### config.mk
export PLATFORM = sky130hd
export DESIGN_NAME = execute_sequencer
export DESIGN_NICKNAME = d
export VERILOG_FILES = /design/src/rtl/exec_seq_pkg.sv /design/src/rtl/perf_counter.sv /design/src/rtl/execute_sequencer.sv
export SDC_FILE = /design/constraint.sdc
export NUM_CORES = 1
export LEC_CHECK = 0
export ABC_AREA = 0
export BUFFER_PORTS_ARGS = -buffer_cell sky130_fd_sc_hd__buf_4
export CAP_MARGIN = 20
export CELL_PAD_IN_SITES_DETAIL_PLACEMENT = 1
export CELL_PAD_IN_SITES_GLOBAL_PLACEMENT = 1
export CORE_AREA = 2 2 310 312
export DETAILED_ROUTE_END_ITERATION = 10
export DIE_AREA = 0 0 312 314
export GPL_TIMING_DRIVEN = 0
export PLACE_DENSITY = 0.55
export SETUP_SLACK_MARGIN = 0.15
export SLEW_MARGIN = 15
export SYNTH_ARGS = -nofsm -noshare
export SYNTH_HDL_FRONTEND = slang
export SYNTH_SLANG_ARGS = --single-unit
### constraint.sdc
create_clock -name clk -period 1.5 [get_ports clk]
set_input_delay 0 -clock clk [delete_from_list [all_inputs] [get_ports clk]]
set_output_delay 0 -clock clk [all_outputs]
set_load 0.1 [all_outputs]
### src/rtl/exec_seq_pkg.sv
// Shared types and constants for the execute-stage sequencer.
// Holds the state enum, RISC-V control-flow opcodes and the decoded control bundle.
package exec_seq_pkg;

   typedef enum logic [1:0] {
      IDLE,
      EXEC,
      RESULT
   } exec_seq_state_e;

   localparam logic [6:0] OPC_BRANCH = 7'b1100011;
   localparam logic [6:0] OPC_JAL    = 7'b1101111;
   localparam logic [6:0] OPC_JALR   = 7'b1100111;

   typedef struct packed {
      logic [6:0] opcode;
      logic [2:0] funct3;
      logic [4:0] rd;
      logic       reg_write;
      logic       mem_read;
      logic       mem_write;
      logic       jump_signal;
   } control_signals_struct;

endpackage

### src/rtl/perf_counter.sv
// Free-running wrapping event counter with an increment enable.
module perf_counter #(
   parameter int CNT_W = 32
) (
   input  logic             clk,
   input  logic             rst_n,
   input  logic             inc,
   output logic [CNT_W-1:0] count
);

   logic [CNT_W-1:0] count_q, count_d;

   always_comb begin
      count_d = count_q;
      if (inc) count_d = count_q + 1'b1;
   end

   // NOTE: sequential state uses non-blocking assignments so every flop samples pre-edge values.
   always_ff @(posedge clk or negedge rst_n) begin
      if (!rst_n) count_q <= '0;
      else        count_q <= count_d;
   end

   assign count = count_q;

endmodule

### src/rtl/execute_sequencer.sv
// Execute-stage sequencer: decode handshake in, executor drive, memory handshake out,
// plus a one-cycle PC redirect pulse for taken control flow and two perf counters.
module execute_sequencer
   import exec_seq_pkg::*;
#(
   parameter int XLEN  = 64,
   parameter int CNT_W = 32
) (
   input  logic                  clk,
   input  logic                  reset,
   input  logic                  dec_valid,
   output logic                  dec_ready,
   input  logic [XLEN-1:0]       dec_pc,
   input  control_signals_struct dec_ctrl,
   input  logic [XLEN-1:0]       dec_rs1,
   input  logic [XLEN-1:0]       dec_rs2,
   output logic                  ex_enable,
   output logic [XLEN-1:0]       ex_pc,
   output logic [XLEN-1:0]       ex_rs1,
   output logic [XLEN-1:0]       ex_rs2,
   output control_signals_struct ex_ctrl,
   input  logic                  ex_done,
   input  logic [XLEN-1:0]       ex_alu,
   input  logic [XLEN-1:0]       ex_target,
   input  control_signals_struct ex_ctrl_out,
   output logic                  mem_valid,
   input  logic                  mem_ready,
   output logic [XLEN-1:0]       mem_alu,
   output control_signals_struct mem_ctrl,
   output logic                  redirect_valid,
   output logic [XLEN-1:0]       redirect_pc,
   output logic [CNT_W-1:0]      retired_cnt,
   output logic [CNT_W-1:0]      redirect_cnt
);

   exec_seq_state_e       state_q, state_d;
   logic [XLEN-1:0]       ex_pc_q, ex_pc_d;
   logic [XLEN-1:0]       ex_rs1_q, ex_rs1_d;
   logic [XLEN-1:0]       ex_rs2_q, ex_rs2_d;
   control_signals_struct ex_ctrl_q, ex_ctrl_d;
   logic [XLEN-1:0]       mem_alu_q, mem_alu_d;
   control_signals_struct mem_ctrl_q, mem_ctrl_d;
   logic [XLEN-1:0]       redirect_pc_q, redirect_pc_d;
   logic                  armed_q, armed_d;

   // NOTE: every always_comb output gets a default first, so no path can infer a latch.
   always_comb begin
      state_d        = state_q;
      ex_pc_d        = ex_pc_q;
      ex_rs1_d       = ex_rs1_q;
      ex_rs2_d       = ex_rs2_q;
      ex_ctrl_d      = ex_ctrl_q;
      mem_alu_d      = mem_alu_q;
      mem_ctrl_d     = mem_ctrl_q;
      redirect_pc_d  = redirect_pc_q;
      armed_d        = armed_q;
      dec_ready      = 1'b0;
      ex_enable      = 1'b0;
      mem_valid      = 1'b0;
      redirect_valid = 1'b0;

      case (state_q)
         IDLE: begin
            dec_ready = 1'b1;
         end
         EXEC: begin
            ex_enable = 1'b1;
            if (ex_done) begin
               mem_alu_d  = ex_alu;
               mem_ctrl_d = ex_ctrl_out;
               armed_d    = ex_ctrl_out.jump_signal;
               if (ex_ctrl_out.jump_signal) begin
                  redirect_pc_d = (ex_ctrl_out.opcode == OPC_JALR) ?
                                  (ex_target & ~XLEN'(1)) : ex_target;
               end
               state_d = RESULT;
            end
         end
         RESULT: begin
            mem_valid      = 1'b1;
            // The redirect fires only on the first RESULT cycle, even under backpressure.
            redirect_valid = armed_q;
            armed_d        = 1'b0;
            dec_ready      = mem_ready & ~armed_q;
            if (mem_ready) state_d = IDLE;
         end
         default: state_d = IDLE;
      endcase

      // Acceptance is shared by IDLE and a retiring RESULT; wrong-path entries are refused while redirecting.
      if (dec_valid && dec_ready) begin
         ex_pc_d   = dec_pc;
         ex_rs1_d  = dec_rs1;
         ex_rs2_d  = dec_rs2;
         ex_ctrl_d = dec_ctrl;
         state_d   = EXEC;
      end
   end

   always_ff @(posedge clk or negedge reset) begin
      if (!reset) begin
         state_q       <= IDLE;
         ex_pc_q       <= '0;
         ex_rs1_q      <= '0;
         ex_rs2_q      <= '0;
         ex_ctrl_q     <= '0;
         mem_alu_q     <= '0;
         mem_ctrl_q    <= '0;
         redirect_pc_q <= '0;
         armed_q       <= 1'b0;
      end else begin
         state_q       <= state_d;
         ex_pc_q       <= ex_pc_d;
         ex_rs1_q      <= ex_rs1_d;
         ex_rs2_q      <= ex_rs2_d;
         ex_ctrl_q     <= ex_ctrl_d;
         mem_alu_q     <= mem_alu_d;
         mem_ctrl_q    <= mem_ctrl_d;
         redirect_pc_q <= redirect_pc_d;
         armed_q       <= armed_d;
      end
   end

   assign ex_pc       = ex_pc_q;
   assign ex_rs1      = ex_rs1_q;
   assign ex_rs2      = ex_rs2_q;
   assign ex_ctrl     = ex_ctrl_q;
   assign mem_alu     = mem_alu_q;
   assign mem_ctrl    = mem_ctrl_q;
   assign redirect_pc = redirect_pc_q;

   perf_counter #(.CNT_W(CNT_W)) u_retired_cnt (
      .clk   (clk),
      .rst_n (reset),
      .inc   (mem_valid & mem_ready),
      .count (retired_cnt)
   );

   perf_counter #(.CNT_W(CNT_W)) u_redirect_cnt (
      .clk   (clk),
      .rst_n (reset),
      .inc   (redirect_valid),
      .count (redirect_cnt)
   );

endmodule
==> reports/summary.txt, run 1 <==
Final hold vios: 244
Status: finished with violations
Critical Path RT: 1980 ps
Worst Path Max Fanout: 9
Via density: 3.78
Post-DP Area: 24500 um2
CP most frequent cell: buf_12
Synth warn: 0
DRC: 0
Post-synth top cells: 425 x dfrtp_1, 208 x mux2_1, 150 x mux2_2
Synth area leaders: dfrtp_1 66%, mux2_1 14%, mux2_2 10%
Final Wtd Congestion: 0.873
Max Buffers Root-to-Sink: 3
Syn Std Cell Area: 16200 um2
Port Buffers: 788
Hold WS: -699 ps
Post-synth EDFFs: 0
Pin slew with the least headroom to its limit: 551 ps
Count leader, synth: dfrtp_1
Worst-Skew Late Latency: 610 ps
# setup viols final: 396
Max Transition Viols Final: 0
HPWL Detailed: 48800 um
Die Wd: 312 um
Starting DRT DRC Count: 361
Final Cell Area: 32400 um2
Yosys cell types: 32
Violated checks: negative hold slack, negative setup slack
Layout fillers: 10.1k
Clock Skews: 15.9 ps
Initial antenna violation count: 3
DRT Pass-1 Iters: 4
Post-synth top area cell: dfrtp_1
Slowest stage delay, CP: 480 ps
RSZ-0062 raised after global routing: true
Routed Antenna Nets: 0
Pin count of the biggest net entering global routing: 104
Dominant synthesized flop cell: dfrtp_1
WP data arrival: 2270 ps
CTS tree: built
CTS Buf Count: 50
MaxCap Viol Count: 0
Post-synth top area share: 65.6%
P&R area growth vs syn: 100%
H-tree levels: 2
Seq. cell area: 10800 um2
Clock sink total: 425
Layout net count: 2683
Post-synthesis net count: 1388
Final setup margin: -291 ps
Global route total overflow: 0
Fmax: 558 MHz
Routed wire length per instance: 19.9 um
Vias in the first global route: 15.5k
Reg clk slew, reported paths: 60 ps
Syn avg cell area: 15.8 um2
Root buffer cell: clkbuf_16
Number of top-level pins: 789
Area of the die: 98000 um2
Tcrit/Tclk final: 119%
Row count: 113
Gr usage total: 13.0%
Synth async-reset ratio: 100%
Slowest CP cell: dfrtp_2
Via count: 13.7k
Hold_buf cts: 360
Die Ht: 314 um
Worst hold-check path type: in -> async
Share of cells above drive strength 1: 61.5%
First-pass GRT wire length: 97800 um
Core area: 94400 um2
Crit path kind: reg -> reg
CP cell instances: a21oi_4 > buf_12 > nand2_8 > buf_12 > clkbuf_16 > mux2_4
Yosys reg bits: 425
Setup crit start kind: register
Multi-input gate area: 6640 um2
Starting density of the core: 17.2%
Routed WL: 72100 um
Post-Syn Instances: 1023
CP endpoint kind: register
Tmin final: 1790 ps
Seq/Total Area, Yosys: 65.6%
Rel. slew slack: 63.3%
R2R depth: 6
[logic make-up after synthesis]
kind of cell    share of synthesized area (%)
flops                                    65.6
mux                                      24.9
simple gates                             4.43
xor+xnor                                 3.35
buf+inv                                  1.42
compound gates                          0.193
fa+ha+maj                               0.154
[worst max-delay path, delay by kind of cell, from the launching register on]
family / cells / cell delay [ps]
buffers and inverters: 3 / 540
and+or+nand+nor: 1 / 120
muxes: 1 / 310
DFF: 1 / 480
AOI/OAI and AO/OA: 1 / 190
[area by class of cell]
type	instances	area share, %
Timing Repair Buffer	1243	34.0
Sequential cell	425	33.3
Multi-Input combinational cell	550	20.5
Tap cell	1265	4.88
Clock buffer	85	4.65
Buffer	41	2.45
Clock inverter	6	0.181
Inverter	7	0.0926
Antenna cell	1	0.00772
[routing by layer]
metal	share of wire, %	GRT usage (%)	vias up
li1	-	-	6170
met1	36	13.5	6938
met2	55	24.9	491
met3	6.0	3.66	114
met4	3.4	4.62	0
met5	0	0	-
[flip-flops by register name (all words and copies together) (netlist names)]
name	cells
ex_pc	64
ex_rs1	64
ex_rs2	64
mem_alu	64
redirect_pc	64
u_redirect_cnt.count	32
u_retired_cnt.count	32
ex_ctrl	19
mem_ctrl	19
state_q	2
armed_q	1
[final timing paths]
path,start,endpoint,slack (ps)
setup / recovery,state_q[1],ex_rs2[31],-290
hold / removal,reset,u_retired_cnt.count[31],-700
setup reg to reg,state_q[1],ex_rs2[31],-290
hold reg to reg,u_retired_cnt.count[31],u_retired_cnt.count[31],470
max in group asynchronous,reset,ex_rs1[38],780
min in group clk,dec_valid,ex_pc[26],140
[timing repair]
item,in CTS,in global routing
resized for setup,24,344
hold endpoints to repair,616,244
endpoints found under the setup margin,504,513
cloned,0,27
buffers inserted,8,56
pin swaps,10,66
[layout by cell type, fill, tap and decap left out, types with 7 or more instances in the layout]
master	n
dfrtp_4	37
mux2_1	37
nand3_1	11
dfrtp_2	19
nand3_4	8
buf_12	43
dlygate4sd3_1	360
xor2_1	18
xnor2_1	31
mux2_2	115
mux2_4	206
clkbuf_16	80
buf_6	28
xnor2_2	11
nor2_4	9
dfrtp_1	369
clkbuf_1	26
nand3_2	7
buf_4	816
nand4_1	13
nand2_1	18
[per-stage QoR]
| step | util (%) | setup WS, ps | cells | TNS (ps) |
|---|---|---|---|---|
| 3_3_place_gp | 25.8 | -4830 | 3076 | -1927980 |
| 2_1_floorplan | - | -546 | 1023 | -175120 |
| 3_5_place_dp | 26.0 | -865 | 3080 | -200480 |
| 4_1_cts | 31.6 | -325 | 3539 | -79370 |
| 5_1_grt | 34.3 | -326 | 3623 | -90260 |
| 6_report | 34.3 | -291 | 3623 | -68660 |
Power of run 1 is left out: the tool's default activity adds up to more than one toggle a clock period on the data nets, which glitch-free logic cannot reach.
==> run 2, diff against run 1 <==
Settings changed: CORE_AREA 2 2 310 312 to 2 2 306 308, DIE_AREA 0 0 312 314 to 0 0 308 310, SYNTH_HIERARCHICAL set to 1.
Clock period 1.5 ns to 2.3 ns, I/O delays scaled along.
==> reports/summary.txt, run 2 <==
Status: completed (was finished with violations)
Via count: 14.2k (was 13.7k)
Dominant synthesized flop cell: dfrtp_1 (unchanged)
DRC: 0 (unchanged)
Fmax: 476 MHz (was 558 MHz)
Clock Skews: 9.76 ps (was 15.9 ps)
Gr usage total: 14.0% (was 13.0%)
Final setup margin: 198 ps (was -291 ps)
Crit path kind: reg -> reg (unchanged)
Clock sink total: 425 (unchanged)
Worst Path Max Fanout: 5 (was 9)
Final cell count without fillers: 3657 (was 3623)
Most frequent cells in the layout: 796 x buf_4, 409 x dfrtp_1, 362 x dlygate4sd3_1 (was 816 x buf_4, 369 x dfrtp_1, 360 x dlygate4sd3_1)
Seq/Total Area, Yosys: 64.1% (was 65.6%)
Final Wtd Congestion: 0.795 (was 0.873)
Layout fillers: 10.2k (was 10.1k)
Top delay family on crit path: simple AND/OR/NAND/NOR gates (was buffers and inverters)
Final hold vios: 0 (was 244)
CP cell instances: nand2b_4 > clkinvlp_4 > and2_4 > nand4_4 > or4_4 > nor4_4 > xor2_1 (was a21oi_4 > buf_12 > nand2_8 > buf_12 > clkbuf_16 > mux2_4)
Via density: 3.89 (was 3.78)
CTS Buf Count: 52 (was 50)
Synth warn: 6 (was 0)
Commonest non-fill, non-tap cell in the layout: buf_4 (unchanged)
RSZ-0062 raised after global routing: true (unchanged)
Routed Antenna Nets: 0 (unchanged)
Die Wd: 308 um (was 312 um)
Syn Std Cell Area: 16600 um2 (was 16200 um2)
Tmin final: 2100 ps (was 1790 ps)
MaxCap Viol Count: 0 (unchanged)
Max Transition Viols Final: 0 (unchanged)
# setup viols final: 0 (was 396)
Pin slew with the least headroom to its limit: 681 ps (was 551 ps)
Post-synth top cells: 425 x dfrtp_1, 271 x nand2_1, 223 x mux2_2 (was 425 x dfrtp_1, 208 x mux2_1, 150 x mux2_2)
Initial antenna violation count: 7 (was 3)
Number of top-level pins: 789 (unchanged)
Slowest stage delay, CP: 600 ps (was 480 ps)
Critical Path RT: 2830 ps (was 1980 ps)
Core area: 92500 um2 (was 94400 um2)
Vias in the first global route: 16.1k (was 15.5k)
Slowest CP cell: or4_4 (was dfrtp_2)
Synth area leaders: dfrtp_1 64%, mux2_2 15%, nand2_1 6.1% (was dfrtp_1 66%, mux2_1 14%, mux2_2 10%)
Post-synthesis net count: 1564 (was 1388)
WHS Path Cells: 4
WP data arrival: 2630 ps (was 2270 ps)
Area of the die: 95500 um2 (was 98000 um2)
Row count: 112 (was 113)
Setup crit start kind: register (unchanged)
Pin count of the biggest net entering global routing: 102 (was 104)
CTS tree: built (unchanged)
Root buffer cell: clkbuf_16 (unchanged)
H-tree levels: 2 (unchanged)
Starting density of the core: 18.0% (was 17.2%)
Crit path depth: 7 (was 6)
Starting DRT DRC Count: 421 (was 361)
Max Buffers Root-to-Sink: 3 (unchanged)
Bufs and invs on worst path: 1 (was 3)
Setup TNS: 0 ps (was -68660 ps)
Yosys cell types: 37 (was 32)
CP endpoint kind: register (unchanged)
Die Ht: 310 um (was 314 um)
Tcrit/Tclk final: 91.4% (was 119%)
Post-Syn Instances: 1199 (was 1023)
Rel. slew slack: 54.6% (was 63.3%)
Port Buffers: 788 (unchanged)
Post-synth top area cell: dfrtp_1 (unchanged)
HPWL Detailed: 51400 um (was 48800 um)
DRT Pass-1 Iters: 4 (unchanged)
First-pass GRT wire length: 101000 um (was 97800 um)
R2R depth: 7 (was 6)
Global route total overflow: 0 (unchanged)
Post-synth top area share: 64.1% (was 65.6%)
Dpl cells: 3188 (was 3080)
DP Worst Slack: -28.8 ps (was -865 ps)
Yosys reg bits: 425 (unchanged)
Reg clk slew, reported paths: 60 ps (about the same)
Post-synth EDFFs: 0 (unchanged)
Synth async-reset ratio: 100% (unchanged)
Worst hold-check path type: in -> reg (was in -> async)
Routed WL: 69100 um (was 72100 um)
Layout net count: 2781 (was 2683)
P&R area growth vs syn: 79.0% (was 100%)
Worst-Skew Late Latency: 610 ps (about the same)
Share of cells above drive strength 1: 50.0% (was 61.5%)
Syn avg cell area: 13.8 um2 (was 15.8 um2)
Routed wire length per instance: 18.9 um (was 19.9 um)
Count leader, synth: dfrtp_1 (unchanged)
## run 2: repair_timing
action	4_1_cts	5_1_grt
cloned	0	0
resized for setup	6	7
hold buffers	363	0
pin swaps	2	5
buffers inserted	1	7
hold endpoints to repair	599	0
endpoints found under the setup margin	215	23
## run 2: worst paths after layout
path                                             to  slack (ps)                startpoint
max                         u_retired_cnt/count[23]         200                state_q[0]
min                                     mem_alu[47]         130                ex_alu[47]
max reg2reg                 u_retired_cnt/count[23]         200                state_q[0]
min reg2reg                u_redirect_cnt/count[31]         470  u_redirect_cnt/count[31]
max in group asynchronous                state_q[0]         690                     reset
min in group asynchronous                ex_rs2[42]         530                     reset
## run 2: layout make-up
class | count | area (um2) | share of cell area [%]
Timing Repair Buffer | 1163 | 9740 | 32.8
Clock inverter | 17 | 176 | 0.594
Tap cell | 1197 | 1500 | 5.04
Clock buffer | 76 | 1530 | 5.16
Antenna cell | 5 | 12.5 | 0.0421
Inverter | 6 | 26.3 | 0.0884
Buffer | 48 | 384 | 1.29
Multi-Input combinational cell | 720 | 5690 | 19.2
Sequential cell | 425 | 10700 | 35.9
## run 2: cells by family (layout without fill, tap and decap cells)
kind of cell	Yosys count	in the layout	share of synthesized area, %
other cells	0	5	0
flops	425	425	64.1
simple gates	375	375	10.3
fa+ha+maj	2	2	0.151
mux	276	276	19.6
compound gates	5	5	0.211
buf+inv	54	1310	2.45
xor+xnor	62	62	3.27
## run 2: worst min-delay path, cell delays in order
cell and delay (ps):
dlygate4sd3_1 520, buf_4 100, nand2_1 40, nand2_1 50
## run 2: routing by layer
| layer | share of wire, % | track usage (%) | vias to the layer above |
|---|---|---|---|
| li1 | - | - | 6513 |
| met1 | 37 | 14.9 | 7078 |
| met2 | 53 | 25.7 | 504 |
| met3 | 7.4 | 4.56 | 114 |
| met4 | 3.2 | 4.80 | 4 |
| met5 | 0.033 | 0 | - |
## run 2: through the flow
stage / utilization, % / area [um2] / hold WS (ps)
floorplan: - / 16700 / -296
global placement: 26.1 / 24100 / 195
detailed placement: 26.2 / 24200 / -86.1
CTS: 32.0 / 29600 / 60.7
global route: 32.1 / 29700 / 95.5
finish: 32.1 / 29700 / 127
Power of run 2 is left out for the same reason.
==> run 3, diff against run 2 <==
Settings changed: SETUP_SLACK_MARGIN 0.15 to 0.2.
==> reports/summary.txt, run 3 (synthesis results as in run 2) <==
RSZ-0062 raised after global routing: true (unchanged)
Number of top-level pins: 789 (unchanged)
Routed WL: 68700 um (was 69100 um)
Dpl cells: 3188 (unchanged)
Gr usage total: 13.8% (was 14.0%)
Max Buffers Root-to-Sink: 3 (unchanged)
Max Transition Viols Final: 0 (unchanged)
Routed wire length per instance: 18.8 um (was 18.9 um)
Global route total overflow: 0 (unchanged)
CP endpoint kind: register (unchanged)
# setup viols final: 0 (unchanged)
Pin slew with the least headroom to its limit: 676 ps (was 681 ps)
Port Buffers: 788 (unchanged)
Tcrit/Tclk final: 89.4% (was 91.4%)
Routed Antenna Nets: 0 (unchanged)
Pin count of the biggest net entering global routing: 99 (was 102)
Worst Path Max Fanout: 6 (was 5)
Setup TNS: 0 ps (unchanged)
DRT Pass-1 Iters: 4 (unchanged)
DRC: 0 (unchanged)
Root buffer cell: clkbuf_16 (unchanged)
Via count: 14.2k (about the same)
Reg clk slew, reported paths: 60 ps (about the same)
Status: completed (unchanged)
Slowest CP cell: or4_4 (unchanged)
Starting density of the core: 18.0% (unchanged)
Starting DRT DRC Count: 377 (was 421)
Slowest stage delay, CP: 500 ps (was 600 ps)
MaxCap Viol Count: 0 (unchanged)
Worst hold-check path type: in -> reg (unchanged)
Final cell count without fillers: 3660 (was 3657)
P&R area growth vs syn: 79.6% (was 79.0%)
Layout net count: 2787 (was 2781)
Top delay family on crit path: simple AND/OR/NAND/NOR gates (unchanged)
Tmin final: 2060 ps (was 2100 ps)
Commonest non-fill, non-tap cell in the layout: buf_4 (unchanged)
H-tree levels: 2 (unchanged)
Core area: 92500 um2 (unchanged)
Crit path kind: reg -> reg (unchanged)
CP cell instances: nand2b_4 > clkinvlp_4 > and2_4 > nand4_4 > or4_4 > nor4_4 > xor2_1 (unchanged)
Vias in the first global route: 16.3k (was 16.1k)
Bufs and invs on worst path: 1 (unchanged)
Final Cell Area: 29800 um2 (was 29700 um2)
Fmax: 486 MHz (was 476 MHz)
Worst-Skew Late Latency: 600 ps (was 610 ps)
Post-DP Area: 24200 um2 (about the same)
HPWL Detailed: 51500 um (was 51400 um)
CTS tree: built (unchanged)
First-pass GRT wire length: 101000 um (about the same)
Share of cells above drive strength 1: 50.2% (was 50.0%)
WP data arrival: 2570 ps (was 2630 ps)
Clock Skews: 14.8 ps (was 9.76 ps)
CTS Buf Count: 52 (unchanged)
Via density: 3.87 (was 3.89)
Area of the die: 95500 um2 (unchanged)
Rel. slew slack: 54.9% (was 54.6%)
Clock sink total: 425 (unchanged)
Final hold vios: 0 (unchanged)
Setup crit start kind: register (unchanged)
Critical Path RT: 2810 ps (was 2830 ps)
Initial antenna violation count: 3 (was 7)
Die Wd: 308 um (unchanged)
Layout fillers: 10.2k (about the same)
Most frequent cells in the layout: 799 x buf_4, 406 x dfrtp_1, 363 x dlygate4sd3_1 (was 796 x buf_4, 409 x dfrtp_1, 362 x dlygate4sd3_1)
Die Ht: 310 um (unchanged)
Row count: 112 (unchanged)
Final Wtd Congestion: 0.848 (was 0.795)
[run 3: through the flow]
stage,setup slack (ps),hold slack [ps],utilization (%)
3_5_place_dp,-144,31.9,26.2
2_1_floorplan,-154,-296,-
3_3_place_gp,-3620,193,26.1
4_1_cts,119,66.1,32.1
6_report,244,134,32.2
5_1_grt,149,94.1,32.2
[run 3: path summary, 6_finish.rpt]
check                                        start                       to  slack (ps)  depth (start not counted)
min                                     ex_alu[51]              mem_alu[51]         130                          4
max reg2reg                             state_q[0]  u_retired_cnt/count[23]         240                          7
min in group asynchronous                    reset               ex_rs2[45]         520                          3
min reg2reg                u_retired_cnt/count[31]  u_retired_cnt/count[31]         470                          1
max in group asynchronous                    reset               state_q[0]         470                          5
max                                     state_q[0]  u_retired_cnt/count[23]         240                          7
[run 3: worst reg2reg max path, stage by stage, from the launching register on]
cell and delay, ps:
dfrtp_2 400, nand2b_4 170, clkinvlp_4 80, and2_4 200, nand4_4 170, or4_4 510
nor4_4 280, xor2_1 160
[run 3: cell type report]
| type | count | area [um2] | area share (%) |
|---|---|---|---|
| Sequential cell | 425 | 10700 | 35.7 |
| Multi-Input combinational cell | 720 | 5740 | 19.2 |
| Timing Repair Buffer | 1169 | 9810 | 32.9 |
| Buffer | 48 | 388 | 1.30 |
| Tap cell | 1197 | 1500 | 5.02 |
| Clock inverter | 13 | 128 | 0.428 |
| Inverter | 6 | 26.3 | 0.0881 |
| Clock buffer | 80 | 1570 | 5.26 |
| Antenna cell | 2 | 5.00 | 0.0168 |
[run 3: metal layers]
layer	global-route usage (%)	share of wire (%)
met4	5.17	3.0
met3	4.08	7.0
met1	14.9	37
met5	0	0.017
met2	25.5	52
[run 3: timing repair]
action                                  in CTS  in global routing
hold buffers                               363                  0
gates cloned                                 0                  1
endpoints found under the setup margin     245                263
setup buffers                                9                  4
pin swaps                                    8                  5
gates resized for setup                      9                 12
hold endpoints to repair                   601                  0
Power of run 3 is left out for the same reason.
